==> config.mk <==
export PLATFORM = sky130hd
export DESIGN_NAME = avalon_cpu_sequencer
export DESIGN_NICKNAME = d
export VERILOG_FILES = /design/src/rtl/cpu_seq_pkg.sv /design/src/rtl/avalon_wait_timer.sv /design/src/rtl/avalon_cpu_sequencer.sv
export SDC_FILE = /design/constraint.sdc
export NUM_CORES = 1
export LEC_CHECK = 0
export ABC_CLOCK_PERIOD_IN_PS = 3200
export BUFFER_PORTS_ARGS = -buffer_cell sky130_fd_sc_hd__clkbuf_2
export CORE_ASPECT_RATIO = 1.4
export CORE_MARGIN = 2
export CORE_UTILIZATION = 47
export CTS_CLUSTER_SIZE = 25
export DETAILED_ROUTE_END_ITERATION = 8
export GPL_ROUTABILITY_DRIVEN = 0
export PLACE_DENSITY = 0.82
export SYNTH_ARGS = -nofsm -noshare
export SYNTH_HDL_FRONTEND = slang
export SYNTH_SLANG_ARGS = --single-unit
==> constraint.sdc <==
create_clock -name i_clk -period 3.2 [get_ports i_clk]
set_clock_uncertainty 0.05 [all_clocks]
set_input_delay 0.96 -clock i_clk [delete_from_list [all_inputs] [get_ports i_clk]]
set_output_delay 0.96 -clock i_clk [all_outputs]
set_load 0.1 [all_outputs]
==> src/rtl/cpu_seq_pkg.sv <==
// cpu_seq_pkg: sequencer states and bus constants shared by the Avalon CPU sequencer.
package cpu_seq_pkg;

    typedef enum logic [2:0] {FETCH, EXEC, MEM, WB, STALL, HALT} seq_state_t;

    localparam logic [3:0]  BYTEEN_WORD = 4'hF;
    localparam logic [31:0] WORD_MASK   = 32'hFFFF_FFFC;

    function automatic logic [31:0] word_align(input logic [31:0] a);
        return a & WORD_MASK;
    endfunction

endpackage

==> src/rtl/avalon_wait_timer.sv <==
// avalon_wait_timer: counts consecutive waitrequest cycles of one bus access and flags a timeout.
module avalon_wait_timer #(
    parameter int TIMEOUT   = 0,
    parameter int TIMEOUT_W = 8
) (
    input  logic i_clk,
    input  logic i_reset_n,
    input  logic i_busy,
    input  logic i_wait,
    output logic o_timeout
);

    logic [TIMEOUT_W-1:0] r_cnt;

    // The cycle that would make the count reach TIMEOUT is itself the timeout cycle.
    assign o_timeout = (TIMEOUT != 0) && i_busy && i_wait && (r_cnt == TIMEOUT_W'(TIMEOUT - 1));

    always_ff @(posedge i_clk or negedge i_reset_n) begin
        if (!i_reset_n)
            r_cnt <= '0;
        else
            r_cnt <= (i_busy && i_wait) ? r_cnt + 1'b1 : '0;
    end

endmodule

==> src/rtl/avalon_cpu_sequencer.sv <==
// avalon_cpu_sequencer: multi-cycle FETCH/EXEC/MEM/WB/STALL sequencer owning the core's
// Avalon-MM master port and generating the exec/writeback/PC strobes.
module avalon_cpu_sequencer
    import cpu_seq_pkg::*;
#(
    parameter logic [31:0] HALT_PC   = 32'h0000_0000,
    parameter int          TIMEOUT   = 0,
    parameter int          TIMEOUT_W = 8
) (
    input  logic        i_clk,
    input  logic        i_reset_n,
    input  logic [31:0] i_pc,
    input  logic        i_mem_read,
    input  logic        i_mem_write,
    input  logic [31:0] i_mem_addr,
    input  logic [31:0] i_mem_wdata,
    input  logic [3:0]  i_mem_byteen,
    input  logic        i_multdiv_busy,
    output logic [31:0] o_avm_address,
    output logic        o_avm_read,
    output logic        o_avm_write,
    output logic [31:0] o_avm_writedata,
    output logic [3:0]  o_avm_byteenable,
    input  logic [31:0] i_avm_readdata,
    input  logic        i_avm_waitrequest,
    output logic [31:0] o_instr,
    output logic [31:0] o_mem_rdata,
    output logic        o_exec_en,
    output logic        o_wb_en,
    output logic        o_pc_en,
    output logic        o_active,
    output logic        o_err
);

    seq_state_t  r_state;
    logic        r_go;
    logic        r_mem_rd;
    logic        r_mem_wr;
    logic [31:0] r_addr;
    logic [31:0] r_wdata;
    logic [3:0]  r_be;
    logic [31:0] r_instr;
    logic [31:0] r_mem_rdata;
    logic        r_err;

    logic w_fetch;
    logic w_mem;
    logic w_exec;
    logic w_both;
    logic w_commit;
    logic w_timeout;

    // r_go holds off the first fetch until one clock after reset so the bus stays idle in reset.
    assign w_fetch  = (r_state == FETCH) && r_go && (i_pc != HALT_PC);
    assign w_mem    = (r_state == MEM);
    assign w_exec   = (r_state == EXEC);
    assign w_both   = i_mem_read && i_mem_write;
    assign w_commit = (w_exec && !i_mem_read && !i_mem_write && !i_multdiv_busy)
                   || (r_state == WB)
                   || (r_state == STALL && !i_multdiv_busy);

    assign o_avm_read       = w_fetch || (w_mem && r_mem_rd);
    assign o_avm_write      = w_mem && r_mem_wr;
    assign o_avm_address    = w_mem ? r_addr : w_fetch ? word_align(i_pc) : '0;
    assign o_avm_byteenable = w_mem ? r_be : w_fetch ? BYTEEN_WORD : 4'h0;
    assign o_avm_writedata  = w_mem ? r_wdata : '0;

    assign o_exec_en   = w_exec && !w_both;
    assign o_wb_en     = w_commit;
    assign o_pc_en     = w_commit;
    assign o_active    = (r_state != HALT);
    assign o_err       = r_err;
    assign o_instr     = r_instr;
    assign o_mem_rdata = r_mem_rdata;

    avalon_wait_timer #(
        .TIMEOUT   (TIMEOUT),
        .TIMEOUT_W (TIMEOUT_W)
    ) u_timer (
        .i_clk     (i_clk),
        .i_reset_n (i_reset_n),
        .i_busy    (o_avm_read || o_avm_write),
        .i_wait    (i_avm_waitrequest),
        .o_timeout (w_timeout)
    );

    always_ff @(posedge i_clk or negedge i_reset_n) begin
        if (!i_reset_n) begin
            r_state     <= FETCH;
            r_go        <= 1'b0;
            r_mem_rd    <= 1'b0;
            r_mem_wr    <= 1'b0;
            r_addr      <= '0;
            r_wdata     <= '0;
            r_be        <= 4'h0;
            r_instr     <= '0;
            r_mem_rdata <= '0;
            r_err       <= 1'b0;
        end else begin
            r_go <= 1'b1;
            case (r_state)
                FETCH: begin
                    if (r_go && i_pc == HALT_PC) begin
                        r_state <= HALT;
                    end else if (w_fetch && w_timeout) begin
                        r_err   <= 1'b1;
                        r_state <= HALT;
                    end else if (w_fetch && !i_avm_waitrequest) begin
                        r_instr <= i_avm_readdata;
                        r_state <= EXEC;
                    end
                end
                EXEC: begin
                    // The access is captured here so it stays stable for the whole MEM phase.
                    r_mem_rd <= i_mem_read;
                    r_mem_wr <= i_mem_write;
                    r_addr   <= word_align(i_mem_addr);
                    r_be     <= i_mem_byteen;
                    r_wdata  <= i_mem_wdata;
                    if (w_both) begin
                        r_err   <= 1'b1;
                        r_state <= HALT;
                    end else if (i_mem_read || i_mem_write) begin
                        r_state <= MEM;
                    end else if (i_multdiv_busy) begin
                        r_state <= STALL;
                    end else begin
                        r_state <= FETCH;
                    end
                end
                MEM: begin
                    if (w_timeout) begin
                        r_err   <= 1'b1;
                        r_state <= HALT;
                    end else if (!i_avm_waitrequest) begin
                        if (r_mem_rd)
                            r_mem_rdata <= i_avm_readdata;
                        r_state <= WB;
                    end
                end
                WB:      r_state <= FETCH;
                STALL:   r_state <= i_multdiv_busy ? STALL : FETCH;
                default: r_state <= HALT;
            endcase
        end
    end

endmodule

==> results.yml <==
die:
  die_w_um: 100
  start_util_pct: 47.6
  row_count: 49
  ios: 277
  fp.coreArea_um2: 12800
  dieArea_um2: 13900
  die_h_um: 139
worst_setup_path:
  cp_cell_sequence: "clkbuf_2 > nor4_1 > and4_2 > a21oi_4 > buf_12 > a22o_2 > buf_12"
  reg2reg_slack_ps: 830
  worst_path_max_delay_cell: "nor4_1"
  critPathCaptureType: "primary output"
  start_kind: "input port"
  max_stage_delay_ps: 400
  crit_top_cell: "buf_12"
  ff2ff_path_depth: 6
  critPathMaxFanout: 22
  worstSetupPathType: "in -> out"
  critPathLaunch: "i_pc[1]"
  endpoint: "o_avm_address[21]"
  worstReg2RegEnd: "o_mem_rdata[12]"
  crit_arrival_ps: 2450
  regToRegStartpoint: "r_state[1]"
  cp.required_ps: 2190
timing:
  slew_violations: 0
  tns_ps: -8440
  worst_slew_pin_slew_ps: 615
  slew_headroom_pct: 59.0
  rsz0062_at_grt: "true"
  hold_violations: 0
  timing.final.crit_period_ps: 3460
  setup_viol: 35
  fin_crit_sh_pct: 108
  fin_ws_ps: -260
  fmax_mhz: 289
logic_synthesis:
  synthFlopType: "dfrtp_1"
  yosys_warnings: 0
  yosysSeqAreaShare_pct: 56.4
  async_reset_ff_share_pct: 100
  synth-seq-cells: 137
  synth_cell_type_count: 34
  syn-cell-area_um2: 6080
  synth_cells: 411
  avgSynthCellArea_um2: 14.8
  synth_edf_count: 0
placed_design:
  portBuffers: 272
  placed_area_um2: 8560
  dp_hpwl_mm: 12.7
finish:
  diodes: 0
  nets: 858
  fin_area_um2: 9380
  areaGrowthSynthToFinish_pct: 54.4
  drive_above_1_share_pct: 69.1
drt:
  drtIter0Drc: 137
  drc: 0
  routed_via_density: 5.30
  ant_nets: 0
  wl_per_cell_um: 19.4
  routed_wl_mm: 17.2
  dr_total_vias: 4682
  drt-pass1-iter-count: 4
grt:
  overflow: 0
  grt_max_degree: 61
  grt_antenna_before_repair: 0
  grt_pass1_wl_mm: 26.2
  gr-usage-all-layers_pct: 24.2
  grt_pass1_vias: 5183
clock_tree:
  hold_buffers: 0
  cts_root_buf: "clkbuf_16"
  htree_levels: 4
  cts_sinks: 137
  cts_made_buffers: 17
  clk_pin_slew_ps: 60
  clock_latency_ps: 400
  clk_path_buf_depth: 2
  tritoncts: "yes"
status:
  violations: "setup timing"
  status: "finished with violations"
run:
  cap_violations: 0
worst_hold_path:
  hold_path_class: "reg -> reg"
==> worst min-delay path by stage <==
stage | startpoint | endpoint | slack (ps) | cells after the start
detailed placement | o_err | o_err | 410 | 1
global route | o_err | o_err | 450 | 1
global placement | o_err | o_err | 390 | 1
CTS | o_err | o_err | 420 | 1
finish | o_err | o_err | 410 | 1
floorplan | r_wdata[10] | r_wdata[10] | 400 | 1
==> cells in the mapped netlist, types with 3 or more instances <==
cell | instances | area (um^2)
dfrtp_1 | 137 | 3430
mux2_2 | 78 | 878
and2_1 | 33 | 206
a22o_1 | 30 | 263
mux2_4 | 30 | 450
mux2_1 | 24 | 270
buf_4 | 14 | 105
nor4_1 | 8 | 50.1
a21o_1 | 6 | 45.0
clkbuf_1 | 6 | 22.5
a21oi_1 | 4 | 20.0
buf_2 | 4 | 20.0
buf_12 | 3 | 60.1
inv_1 | 3 | 11.3
nand2_1 | 3 | 11.3
nor3_1 | 3 | 15.0
==> final cells by class <==
| type | instances | area [um^2] |
|---|---|---|
| well taps | 153 | 191 |
| inverters | 3 | 11.3 |
| repair buffers | 315 | 2530 |
| clock buffers | 17 | 425 |
| flip-flops and latches | 137 | 3430 |
| clock inverters | 15 | 238 |
| fillers | 790 | 3370 |
| multi-input cells | 244 | 2550 |
==> cells by family (layout without fill, tap and decap cells) <==
group                      after synthesis  after routing  synth area share (%)
and+or+nand+nor                         60             60                  6.57
AOI/OAI and AO/OA                       47             47                  6.36
adders and majority gates                2              2                 0.412
other                                    2              3                 0.124
muxes                                  132            132                  26.3
buffers and inverters                   31            350                  3.79
DFF                                    137            137                  56.4
==> timing repair <==
item / CTS / global route
endpoints found under the setup margin: 35 / 58
hold endpoints to repair: 0 / 0
pin swaps: 1 / 0
buffers inserted: 2 / 2
gates resized for setup: 10 / 51
==> metal layers <==
| layer | track usage [%] | up-vias | share of wire (%) |
|---|---|---|---|
| met2 | 44.7 | 228 | 54 |
| met3 | 7.06 | 51 | 6.7 |
| li1 | - | 2088 | - |
| met1 | 24.4 | 2315 | 35 |
| met5 | 0 | - | 0 |
| met4 | 11.8 | 0 | 4.5 |
==> registers in the layout (all words and copies together) (netlist names) <==
register and cells:
r_go 1, r_mem_rd 1, o_err 1, r_mem_wr 1
r_wdata 32, r_state 3, r_addr 30, o_instr 32
o_mem_rdata 32, r_be 4
==> metrics by stage <==
| stage | utilization [%] | hold slack (ps) | setup WS, ps | std cells |
|---|---|---|---|---|
| after floorplan | - | 399 | -207 | 412 |
| after global placement | 67.2 | 392 | -435 | 849 |
| after detailed placement | 67.2 | 408 | -428 | 849 |
| after CTS | 72.9 | 423 | -240 | 883 |
| after global routing | 73.6 | 452 | -280 | 884 |
| final | 73.6 | 412 | -260 | 884 |
==> cells in the final DEF, fill, tap and decap left out, drive strengths merged <==
master    instances
nor3b             1
nor3              3
clkinvlp          1
o21ai             2
nand3b            1
and2             33
a22o             30
dfrtp           137
nand2             3
a211o             1
conb              3
buf              97
and4              2
clkinv            3
inv               9
a21oi             5
clkbuf          235
bufinv            5
ha                2
a21o              6
nor2              4
nor4              8
o211ai            1
a2111oi           1
mux2            132
o22ai             1
nand2b            4
nand3             1
==> worst max-delay path: cells and delay by family <==
kind | cells | cell delay, ps
AND/OR/NAND/NOR | 2 | 740
AO/OA/AOI/OAI | 2 | 330
buffers and inverters | 3 | 410
Power is not shown: default switching activity piles up to over one toggle a cycle in this logic, so the estimate is an artifact.
